**config.mk**
```make
export PLATFORM = sky130hd
export DESIGN_NAME = ups_axi4l_arbiter
export DESIGN_NICKNAME = d
export VERILOG_FILES = /design/src/rtl/ups_axi4l_pkg.sv /design/src/rtl/ups_axi4l_arbiter_rr.sv /design/src/rtl/ups_axi4l_arbiter.sv
export SDC_FILE = /design/constraint.sdc
export NUM_CORES = 1
export LEC_CHECK = 0
export CORE_MARGIN = 8
export CORE_UTILIZATION = 43
export DETAILED_ROUTE_END_ITERATION = 10
export PLACE_DENSITY_LB_ADDON = 0.08
export SETUP_SLACK_MARGIN = 0.5
export SLEW_MARGIN = 20
export SYNTH_ARGS = -nofsm -noshare
export SYNTH_HDL_FRONTEND = slang
export SYNTH_SLANG_ARGS = --single-unit
```
**constraint.sdc**
```tcl
create_clock -name fclk -period 1.95 [get_ports fclk]
set_input_delay 0.195 -clock fclk [delete_from_list [all_inputs] [get_ports fclk]]
set_output_delay 0.195 -clock fclk [all_outputs]
set_load 0.01 [all_outputs]
```
**src/rtl/ups_axi4l_pkg.sv**
```systemverilog
// Shared types and constants for the AXI4-Lite requester arbiter.
package ups_axi4l_pkg;

  localparam int AXI_AW = 32;
  localparam int AXI_DW = 32;
  localparam int AXI_SW = 4;

  localparam logic [1:0] RESP_OKAY   = 2'b00;
  localparam logic [1:0] RESP_SLVERR = 2'b10;
  localparam logic [1:0] RESP_DECERR = 2'b11;
  // A watchdog abort reports the same code as a decode error.
  localparam logic [1:0] RESP_ABORT  = 2'b11;

  typedef enum logic [2:0] {
    ST_IDLE  = 3'd0,
    ST_RD_A  = 3'd1,
    ST_RD_D  = 3'd2,
    ST_WR_AW = 3'd3,
    ST_WR_B  = 3'd4,
    ST_DONE  = 3'd5
  } state_e;

  // True in the states where the bus is waiting on a slave handshake.
  function automatic logic is_busy(input state_e s);
    logic b;
    case (s)
      ST_RD_A, ST_RD_D, ST_WR_AW, ST_WR_B: b = 1'b1;
      default:                             b = 1'b0;
    endcase
    return b;
  endfunction

endpackage

```
**src/rtl/ups_axi4l_arbiter_rr.sv**
```systemverilog
// Combinational round-robin pick: first set request at or after ptr, wrapping.
module ups_rr_arbiter #(
  parameter int NREQ = 2,
  parameter int IW   = 1
) (
  input  logic [NREQ-1:0] req,
  input  logic [IW-1:0]   ptr,
  output logic [NREQ-1:0] grant,
  output logic [IW-1:0]   idx,
  output logic            valid
);

  // Scan requesters starting at ptr and take the first one that is asking.
  always_comb begin
    int j;
    j     = 0;
    grant = '0;
    idx   = '0;
    valid = 1'b0;
    for (int k = 0; k < NREQ; k++) begin
      j = int'(ptr) + k;
      if (j >= NREQ) begin
        j = j - NREQ;
      end else begin
        j = j;
      end
      if (!valid && req[j]) begin
        valid    = 1'b1;
        idx      = IW'(j);
        grant[j] = 1'b1;
      end else begin
        valid = valid;
      end
    end
  end

endmodule

```
**src/rtl/ups_axi4l_arbiter.sv**
```systemverilog
// Shares one AXI4-Lite master port between NREQ single-beat requesters.
// Round-robin grant, full phase sequencing, and a watchdog for dead slaves.
module ups_axi4l_arbiter
  import ups_axi4l_pkg::*;
#(
  parameter int         NREQ    = 2,
  parameter int         TIMEOUT = 256,
  parameter logic [2:0] PROT    = 3'b000
) (
  input  logic               fclk,
  input  logic               rst_n,
  input  logic [NREQ-1:0]    req,
  input  logic [NREQ-1:0]    req_we,
  input  logic [NREQ*32-1:0] req_addr,
  input  logic [NREQ*32-1:0] req_wdata,
  input  logic [NREQ*4-1:0]  req_wstrb,
  output logic [NREQ-1:0]    ack,
  output logic [31:0]        rsp_rdata,
  output logic [1:0]         rsp_resp,
  output logic [31:0]        ca4l_araddr,
  output logic [2:0]         ca4l_arprot,
  output logic               ca4l_arvalid,
  input  logic               ca4l_arready,
  input  logic [31:0]        ca4l_rdata,
  input  logic [1:0]         ca4l_rresp,
  input  logic               ca4l_rvalid,
  output logic               ca4l_rready,
  output logic [31:0]        ca4l_awaddr,
  output logic [2:0]         ca4l_awprot,
  output logic               ca4l_awvalid,
  input  logic               ca4l_awready,
  output logic [31:0]        ca4l_wdata,
  output logic [3:0]         ca4l_wstrb,
  output logic               ca4l_wvalid,
  input  logic               ca4l_wready,
  input  logic [1:0]         ca4l_bresp,
  input  logic               ca4l_bvalid,
  output logic               ca4l_bready
);

  localparam int IW = (NREQ > 1) ? $clog2(NREQ) : 1;
  localparam int CW = $clog2(TIMEOUT);
  localparam logic [IW-1:0] LAST_IDX = IW'(NREQ - 1);
  localparam logic [CW-1:0] WD_LIMIT = CW'(TIMEOUT - 1);

  logic [AXI_AW-1:0] addr_a_s  [NREQ];
  logic [AXI_DW-1:0] wdata_a_s [NREQ];
  logic [AXI_SW-1:0] wstrb_a_s [NREQ];

  genvar g;
  for (g = 0; g < NREQ; g++) begin : g_unpack
    assign addr_a_s[g]  = req_addr[32*g +: 32];
    assign wdata_a_s[g] = req_wdata[32*g +: 32];
    assign wstrb_a_s[g] = req_wstrb[4*g +: 4];
  end

  state_e            state_r, state_nx_s;
  logic [IW-1:0]     ptr_r, ptr_nx_s;
  logic [IW-1:0]     gidx_r, gidx_nx_s;
  logic [NREQ-1:0]   goh_r, goh_nx_s;
  logic              aw_done_r, aw_done_nx_s;
  logic              w_done_r, w_done_nx_s;
  logic [CW-1:0]     wd_cnt_r, wd_cnt_nx_s;
  logic [NREQ-1:0]   ack_r, ack_nx_s;
  logic [31:0]       rsp_rdata_r, rsp_rdata_nx_s;
  logic [1:0]        rsp_resp_r, rsp_resp_nx_s;
  logic              arvalid_r, arvalid_nx_s;
  logic [31:0]       araddr_r, araddr_nx_s;
  logic              rready_r, rready_nx_s;
  logic              awvalid_r, awvalid_nx_s;
  logic [31:0]       awaddr_r, awaddr_nx_s;
  logic              wvalid_r, wvalid_nx_s;
  logic [31:0]       wdata_r, wdata_nx_s;
  logic [3:0]        wstrb_r, wstrb_nx_s;
  logic              bready_r, bready_nx_s;

  logic [NREQ-1:0]   gnt_oh_s;
  logic [IW-1:0]     gnt_idx_s;
  logic              gnt_valid_s;
  logic              timeout_s;
  logic              abort_s;
  logic              aw_fin_s;
  logic              w_fin_s;

  ups_rr_arbiter #(.NREQ(NREQ), .IW(IW)) u_rr (
    .req   (req),
    .ptr   (ptr_r),
    .grant (gnt_oh_s),
    .idx   (gnt_idx_s),
    .valid (gnt_valid_s)
  );

  assign timeout_s = (wd_cnt_r == WD_LIMIT);

  // Next-state and next-output logic; every output is the register of its next value.
  always_comb begin
    state_nx_s     = state_r;
    ptr_nx_s       = ptr_r;
    gidx_nx_s      = gidx_r;
    goh_nx_s       = goh_r;
    aw_done_nx_s   = aw_done_r;
    w_done_nx_s    = w_done_r;
    ack_nx_s       = '0;
    rsp_rdata_nx_s = rsp_rdata_r;
    rsp_resp_nx_s  = rsp_resp_r;
    arvalid_nx_s   = arvalid_r;
    araddr_nx_s    = araddr_r;
    rready_nx_s    = rready_r;
    awvalid_nx_s   = awvalid_r;
    awaddr_nx_s    = awaddr_r;
    wvalid_nx_s    = wvalid_r;
    wdata_nx_s     = wdata_r;
    wstrb_nx_s     = wstrb_r;
    bready_nx_s    = bready_r;
    abort_s        = 1'b0;
    aw_fin_s       = aw_done_r | (awvalid_r & ca4l_awready);
    w_fin_s        = w_done_r | (wvalid_r & ca4l_wready);
    wd_cnt_nx_s    = '0;

    case (state_r)
      ST_IDLE: begin
        if (gnt_valid_s) begin
          gidx_nx_s = gnt_idx_s;
          goh_nx_s  = gnt_oh_s;
          if (req_we[gnt_idx_s]) begin
            state_nx_s   = ST_WR_AW;
            awvalid_nx_s = 1'b1;
            wvalid_nx_s  = 1'b1;
            awaddr_nx_s  = addr_a_s[gnt_idx_s];
            wdata_nx_s   = wdata_a_s[gnt_idx_s];
            wstrb_nx_s   = wstrb_a_s[gnt_idx_s];
            aw_done_nx_s = 1'b0;
            w_done_nx_s  = 1'b0;
          end else begin
            state_nx_s   = ST_RD_A;
            arvalid_nx_s = 1'b1;
            araddr_nx_s  = addr_a_s[gnt_idx_s];
          end
        end else begin
          state_nx_s = ST_IDLE;
        end
      end
      ST_RD_A: begin
        if (ca4l_arready) begin
          arvalid_nx_s = 1'b0;
          rready_nx_s  = 1'b1;
          state_nx_s   = ST_RD_D;
        end else if (timeout_s) begin
          abort_s = 1'b1;
        end else begin
          state_nx_s = ST_RD_A;
        end
      end
      ST_RD_D: begin
        if (ca4l_rvalid) begin
          rready_nx_s    = 1'b0;
          rsp_rdata_nx_s = ca4l_rdata;
          rsp_resp_nx_s  = ca4l_rresp;
          ack_nx_s       = goh_r;
          state_nx_s     = ST_DONE;
        end else if (timeout_s) begin
          abort_s = 1'b1;
        end else begin
          state_nx_s = ST_RD_D;
        end
      end
      ST_WR_AW: begin
        // Address and data channels complete independently.
        if (awvalid_r && ca4l_awready) begin
          awvalid_nx_s = 1'b0;
          aw_done_nx_s = 1'b1;
        end else begin
          awvalid_nx_s = awvalid_r;
        end
        if (wvalid_r && ca4l_wready) begin
          wvalid_nx_s = 1'b0;
          w_done_nx_s = 1'b1;
        end else begin
          wvalid_nx_s = wvalid_r;
        end
        if (aw_fin_s && w_fin_s) begin
          bready_nx_s = 1'b1;
          state_nx_s  = ST_WR_B;
        end else if (timeout_s) begin
          abort_s = 1'b1;
        end else begin
          state_nx_s = ST_WR_AW;
        end
      end
      ST_WR_B: begin
        if (ca4l_bvalid) begin
          bready_nx_s    = 1'b0;
          rsp_rdata_nx_s = '0;
          rsp_resp_nx_s  = ca4l_bresp;
          ack_nx_s       = goh_r;
          state_nx_s     = ST_DONE;
        end else if (timeout_s) begin
          abort_s = 1'b1;
        end else begin
          state_nx_s = ST_WR_B;
        end
      end
      ST_DONE: begin
        // Response is only meaningful alongside ack; clear it afterwards.
        rsp_rdata_nx_s = '0;
        rsp_resp_nx_s  = RESP_OKAY;
        if (gidx_r == LAST_IDX) begin
          ptr_nx_s = '0;
        end else begin
          ptr_nx_s = gidx_r + IW'(1);
        end
        state_nx_s = ST_IDLE;
      end
      default: begin
        state_nx_s = ST_IDLE;
      end
    endcase

    // Dead-slave abort: drop every handshake signal and complete with an error.
    if (abort_s) begin
      arvalid_nx_s   = 1'b0;
      rready_nx_s    = 1'b0;
      awvalid_nx_s   = 1'b0;
      wvalid_nx_s    = 1'b0;
      bready_nx_s    = 1'b0;
      rsp_rdata_nx_s = '0;
      rsp_resp_nx_s  = RESP_ABORT;
      ack_nx_s       = goh_r;
      state_nx_s     = ST_DONE;
    end else begin
      abort_s = 1'b0;
    end

    // Watchdog restarts on every state change and only runs while waiting on the slave.
    if (state_nx_s != state_r) begin
      wd_cnt_nx_s = '0;
    end else if (is_busy(state_r)) begin
      wd_cnt_nx_s = wd_cnt_r + CW'(1);
    end else begin
      wd_cnt_nx_s = '0;
    end
  end

  // State and output registers with synchronous active-low reset.
  always_ff @(posedge fclk) begin
    if (!rst_n) begin
      state_r     <= ST_IDLE;
      ptr_r       <= '0;
      gidx_r      <= '0;
      goh_r       <= '0;
      aw_done_r   <= 1'b0;
      w_done_r    <= 1'b0;
      wd_cnt_r    <= '0;
      ack_r       <= '0;
      rsp_rdata_r <= '0;
      rsp_resp_r  <= 2'b00;
      arvalid_r   <= 1'b0;
      araddr_r    <= '0;
      rready_r    <= 1'b0;
      awvalid_r   <= 1'b0;
      awaddr_r    <= '0;
      wvalid_r    <= 1'b0;
      wdata_r     <= '0;
      wstrb_r     <= '0;
      bready_r    <= 1'b0;
    end else begin
      state_r     <= state_nx_s;
      ptr_r       <= ptr_nx_s;
      gidx_r      <= gidx_nx_s;
      goh_r       <= goh_nx_s;
      aw_done_r   <= aw_done_nx_s;
      w_done_r    <= w_done_nx_s;
      wd_cnt_r    <= wd_cnt_nx_s;
      ack_r       <= ack_nx_s;
      rsp_rdata_r <= rsp_rdata_nx_s;
      rsp_resp_r  <= rsp_resp_nx_s;
      arvalid_r   <= arvalid_nx_s;
      araddr_r    <= araddr_nx_s;
      rready_r    <= rready_nx_s;
      awvalid_r   <= awvalid_nx_s;
      awaddr_r    <= awaddr_nx_s;
      wvalid_r    <= wvalid_nx_s;
      wdata_r     <= wdata_nx_s;
      wstrb_r     <= wstrb_nx_s;
      bready_r    <= bready_nx_s;
    end
  end

  assign ack          = ack_r;
  assign rsp_rdata    = rsp_rdata_r;
  assign rsp_resp     = rsp_resp_r;
  assign ca4l_araddr  = araddr_r;
  assign ca4l_arprot  = PROT;
  assign ca4l_arvalid = arvalid_r;
  assign ca4l_rready  = rready_r;
  assign ca4l_awaddr  = awaddr_r;
  assign ca4l_awprot  = PROT;
  assign ca4l_awvalid = awvalid_r;
  assign ca4l_wdata   = wdata_r;
  assign ca4l_wstrb   = wstrb_r;
  assign ca4l_wvalid  = wvalid_r;
  assign ca4l_bready  = bready_r;

endmodule
```
======== Word level (Yosys, flattened, before mapping) ========
Index checks and enable logic that the tools add are counted.
cells by class
  multiplexer cells ....................... 83
  magnitude comparators ................... 8
  bitwise gates (word level) .............. 9
  equal/unequal tests ..................... 18
  add/subtract/negate cells ............... 5
  reductions and logical operators ........ 27
operator list
  operator                 count
  $mux W32                 10
  $pmux W32 S3             1
  $ge A32 B1 Y1 const B    2
  $lt A32 B3 Y1 const B    2
  $mux W1                  37
  $ge A32 B3 Y1 const B    1
  $sub A32 B3 Y32 const B  1
  $mux W3                  10
  $mux W2                  9
  $ne A2 B2 Y1 const B     9
  $reduce_and A3 Y1        6
  $pmux W3 S5              1
  $pmux W1 S2              7
  $mux W4                  3
  $reduce_and A4 Y1        3
  $add A8 B1 Y8 const B    1
  $eq A8 B8 Y1 const B     1
  $reduce_bool A2 Y1       4
  $eq A3 B2 Y1 const B     2
  $eq A3 B3 Y1 const B     2
  $logic_and A1 B1 Y1      6
  $ne A3 B3 Y1 const B     2
  $pmux W2 S3              1
  $pmux W1 S4              1
  other kinds (23)         28
word-level totals
  register bits ........................... 158
  output and inout bits ................... 147
  logic and storage cells ................. 169

======== Longest topological paths before layout ========
  depth after elaboration ................. 19
  mapped depth ............................ 8
  mapped depth without buffers ............ 5

======== Cells and area by module ========
A second synthesis with hierarchy kept.
unflattened totals
  cell total of the unflattened synthesis .. 716
  area, all modules ....................... 6597.6 um2
by module, submodules not included
  module             instances  area an instance (um2)  cells each  sequential area each (um2)
  ups_axi4l_arbiter  1          6565.0                  711         3163.0
  ups_rr_arbiter     1          32.5                    5           0.0

======== Worst setup path after synthesis ========
Ideal clock, no wire load.
  path kind ............................... register to register
  from .................................... register wd_cnt_r[0]
  to ...................................... register rsp_rdata_r[10], in the netlist rsp_rdata[10]
  path slack .............................. 300 ps
  stages on the path, launching flop included .. 8
  arrival time ............................ 1535 ps
  required time ........................... 1835 ps
  path buffers ............................ 2
  cell sequence ........................... dfxtp_1 ha_1 nand3_1 o41ai_1 o31a_2 buf_6 buf_6 a21oi_2
between the ends
  cells in the longest elaborated chain, start to end .. 5
  elaborated cells between the ends (all ways) .. 8
  classes of those cells .................. 1 x eq/ne; 6 x mux; 1 x reduce/logical
RTL lines
  item                                 RTL line                  source
  start, declared                      ups_axi4l_arbiter.sv:63   logic [CW-1:0] wd_cnt_r, wd_cnt_nx_s;
  start signal, assigned               ups_axi4l_arbiter.sv:273  wd_cnt_r <= wd_cnt_nx_s;
  $eq A8 B8 Y1 *                       ups_axi4l_arbiter.sv:93   assign timeout_s = (wd_cnt_r == WD_LIMIT);
  $mux W1 *                            -
  $mux W1, on equally long branches    -
  $pmux W1 S4 *                        ups_axi4l_arbiter.sv:120  case (state_r)
  $reduce_or A2 Y1 (no source line) *  -
  end signal, assigned                 ups_axi4l_arbiter.sv:275  rsp_rdata_r <= rsp_rdata_nx_s;
  end, declared                        ups_axi4l_arbiter.sv:65   logic [31:0] rsp_rdata_r, rsp_rdata_nx_s;
Every way passes the cells marked *; elsewhere a longest branch is shown, timed or not.
A chain may end at the register's enable or synchronous reset.

======== Final worst setup path ========
  from .................................... register state_r[2]
  to ...................................... register araddr_r[6], in the netlist ca4l_araddr[6]
between the ends
  cells in the longest elaborated chain, start to end .. 2
RTL lines
  item                                RTL line                  source
  start, declared                     ups_axi4l_arbiter.sv:57   state_e state_r, state_nx_s;
  start signal, assigned              ups_axi4l_arbiter.sv:267  state_r <= state_nx_s;
  $logic_not A3 Y1                    ups_axi4l_arbiter.sv:120
  $reduce_and A3 Y1 (no source line)  -
  end signal, assigned                ups_axi4l_arbiter.sv:278  araddr_r <= araddr_nx_s;
  end, declared                       ups_axi4l_arbiter.sv:68   logic [31:0] araddr_r, araddr_nx_s;
Every way passes these cells.

==> impl_metrics.json <==
{
  "final_common_cell": "clkdlybuf4s50_1",
  "gr-usage-all-layers": 0.308,
  "path_class": "flip-flop to flip-flop",
  "avgSynthCellArea_um2": 8.48,
  "cts_inserted_buffers": 17,
  "cts_hold_buf": 0,
  "grt_pass1_vias": 9767,
  "clk_path_buf_depth": 2,
  "cts_tree": "built",
  "fin_util": 0.909,
  "rsz0062_at_grt": "true",
  "synthesis.area_um2": 7870,
  "cts-root-buf": "clkbuf_16",
  "synthFlopType": "dfxtp_1",
  "syn_inst": 928,
  "row_count": 49,
  "run_status": "finished, violations left",
  "grt_max_degree": 113,
  "ant_nets": 0,
  "crit_required_ns": 2.28,
  "whs_ns": 0.311,
  "finClkSkew_ns": 0.0127,
  "dp_hpwl_um": 22200,
  "hold_violations": 0,
  "crit_path_end_kind": "flip-flop",
  "drt_pre_antenna_iters": 6,
  "io_buffers": 323,
  "power_density_nw_per_um2": 1170,
  "die_height_um": 151,
  "synth-seq-cells": 158,
  "core-area_um2": 18000,
  "hold_class": "input pin to flip-flop",
  "violations": "setup timing",
  "ir_worst_vdd_v": 0.000987,
  "drt-total-wl_um": 46300,
  "timing.slew.headroom": 0.442,
  "final_cell_mix": "clkdlybuf4s50_1 (180), dfxtp_1 (148), dlygate4sd2_1 (142), buf_4 (88), a211oi_2 (87)",
  "max_stage_delay_ns": 0.40,
  "layout.nets": 1533,
  "finalSetupViolations": 1,
  "synth-async-reset-ratio": 0,
  "setup_tns_ns": -0.00210,
  "worst_pin_slew_ns": 0.836,
  "first_iter_violations": 888,
  "path_delay_family": "buffers and inverters",
  "synth_warnings": 0,
  "cap_violations": 0,
  "crit_buf_inv": 4,
  "ys_types": 54,
  "synth_edf_count": 0,
  "clkSinkCount": 158,
  "vias_per_cell": 6.51,
  "grt-ovfl-total": 0,
  "initial_core_util": 0.438,
  "clkTransAtPathRegs_ns": 0.08,
  "post_drt_wl_per_cell_um": 29.1,
  "slew_viol_final": 0,
  "period_needed_ns": 1.95,
  "r2r_start": "state_r[2]",
  "vias": 10400,
  "worstPathCellList": "nor3_4 > buf_4 > nor2b_4 > buf_8 > buf_6 > buf_12 > a31oi_1 > a211oi_1",
  "critPathMaxFanout": 8,
  "die_w_um": 151,
  "worstHoldStart": "ca4l_rdata[22]",
  "grt_pass1_wl_um": 54900,
  "cts.htree.levels": 4,
  "drc": 0,
  "place.gp.congestion": 0.877,
  "clock.fmax_ghz": 0.512,
  "ys_seq_area_frac": 0.402,
  "rrSetupSlack_ns": -0.002,
  "hold_end": "rsp_rdata[22]",
  "clock_latency_ns": 0.44,
  "area_delta_synth_final_pct": 107,
  "min_path_cells": 3,
  "crit_arrival_ns": 2.28,
  "die_area_um2": 22900,
  "worst-r2r-cell-count": 8,
  "slowest_stage": "dfxtp_4",
  "cp-start-kind": "flip-flop",
  "ios": 330,
  "timing.final.crit_share": 1.00,
  "leakagePower_nw": 6.26,
  "antenna_found_initial": 1,
  "drive_above_1_share": 0.366,
  "final.setup.worst_slack_ns": -0.00210,
  "timing.rr.end": "ca4l_araddr[6]"
}
report_power, final:
group          total (mW)  internal (mW)  switching (mW)  leakage (nW)
Clock                3.97           2.33            1.64         0.328
Sequential           4.80           4.13           0.677          1.30
Combinational        10.3           4.81            5.47          4.63
layout make-up:
cell class | count | area [µm²]
fillers | 681 | 1640
diodes | 1 | 2.50
inverters | 70 | 265
clock buffers | 17 | 425
well taps | 229 | 287
flip-flops and latches | 158 | 3190
clock inverters | 15 | 243
repair buffers | 504 | 5440
multi-input cells | 598 | 6480
worst max path at each step:
stage / depth (start not counted) / from / end / slack, ns
3_5_place_dp: 6 / req[0] / ca4l_wdata[29] / -0.22
3_3_place_gp: 6 / req[0] / ca4l_awaddr[31] / -0.17
2_1_floorplan: 7 / state_r[0] / rsp_rdata[1] / 0.35
6_report: 8 / state_r[2] / ca4l_araddr[6] / -0.002
4_1_cts: 6 / state_r[1] / ca4l_araddr[30] / 0.28
5_1_grt: 8 / state_r[2] / ca4l_araddr[6] / -0.12
state kept, by name, indices dropped and copies added (netlist names), 2 cells and up:
signal,count
rsp_rdata,32
rsp_resp,2
ca4l_wstrb,4
wd_cnt_r,8
ca4l_wdata,32
state_r,3
ack,2
ca4l_awaddr,32
goh_r,2
ca4l_araddr,32
worst min-delay path, stage by stage:
cell	delay (ns)
clkdlybuf4s50_1	0.39
nand3_1	0.06
a21oi_1	0.06
timing repair:
| action | in CTS | in global routing |
|---|---|---|
| pin swaps | 34 | 55 |
| buffers inserted | 34 | 23 |
| cloned | 16 | 16 |
| gates resized for setup | 270 | 133 |
| setup endpoints to repair | 298 | 156 |
stage by stage:
stage | setup slack [ns] | power, mW | cell area [µm²] | cells
2_1_floorplan | 0.354 | 8.94 | 9610 | 933
5_1_grt | -0.121 | 19.6 | 16300 | 1592
6_report | -0.00210 | 19.1 | 16300 | 1592
3_3_place_gp | -0.172 | 11.8 | 13300 | 1470
3_5_place_dp | -0.216 | 11.9 | 13300 | 1470
4_1_cts | 0.282 | 16.7 | 15000 | 1552
Yosys cell counts, types with 2 or more instances:
cell	instances	area share
a2111oi_0	68	0.076
a211oi_1	102	0.097
a21boi_0	69	0.066
a21o_1	3	0.0029
a21oi_1	33	0.021
a21oi_2	10	0.011
a311oi_1	2	0.0022
a31oi_1	40	0.032
a41oi_1	3	0.0033
and3_1	70	0.056
buf_1	2	0.00095
buf_2	30	0.019
buf_4	9	0.0086
buf_6	7	0.010
clkbuf_1	63	0.030
clkbuf_2	2	0.0013
dfxtp_1	158	0.40
inv_1	70	0.033
mux2_2	2	0.0029
nand2_1	46	0.022
nand2b_1	4	0.0032
nand3_1	42	0.027
nand4_1	3	0.0024
nor2_1	38	0.018
nor2b_1	6	0.0048
nor2b_2	2	0.0022
nor3_1	11	0.0070
o21ai_0	3	0.0019
xor2_1	5	0.0056
cells by family (layout without fill, tap and decap cells):
| logic type | after synthesis | in the layout | synth area share |
|---|---|---|---|
| adder cells (fa/ha/maj) | 1 | 1 | 0.00159 |
| flip-flops | 158 | 158 | 0.402 |
| buffers and inverters | 183 | 606 | 0.103 |
| multiplexers | 2 | 2 | 0.00286 |
| XOR/XNOR | 6 | 6 | 0.00668 |
| AND/OR/NAND/NOR | 230 | 230 | 0.152 |
| other | 1 | 7 | 0.000477 |
| AO/OA/AOI/OAI | 347 | 353 | 0.331 |
per-layer routing:
layer	wire length (µm)	up-vias	GRT usage
li1	-	4315	-
met1	15800	4963	0.338
met2	21600	812	0.526
met3	5310	278	0.0932
met4	3560	0	0.162
met5	0	-	0
No activity file was read; power rests on OpenSTA's default activity.
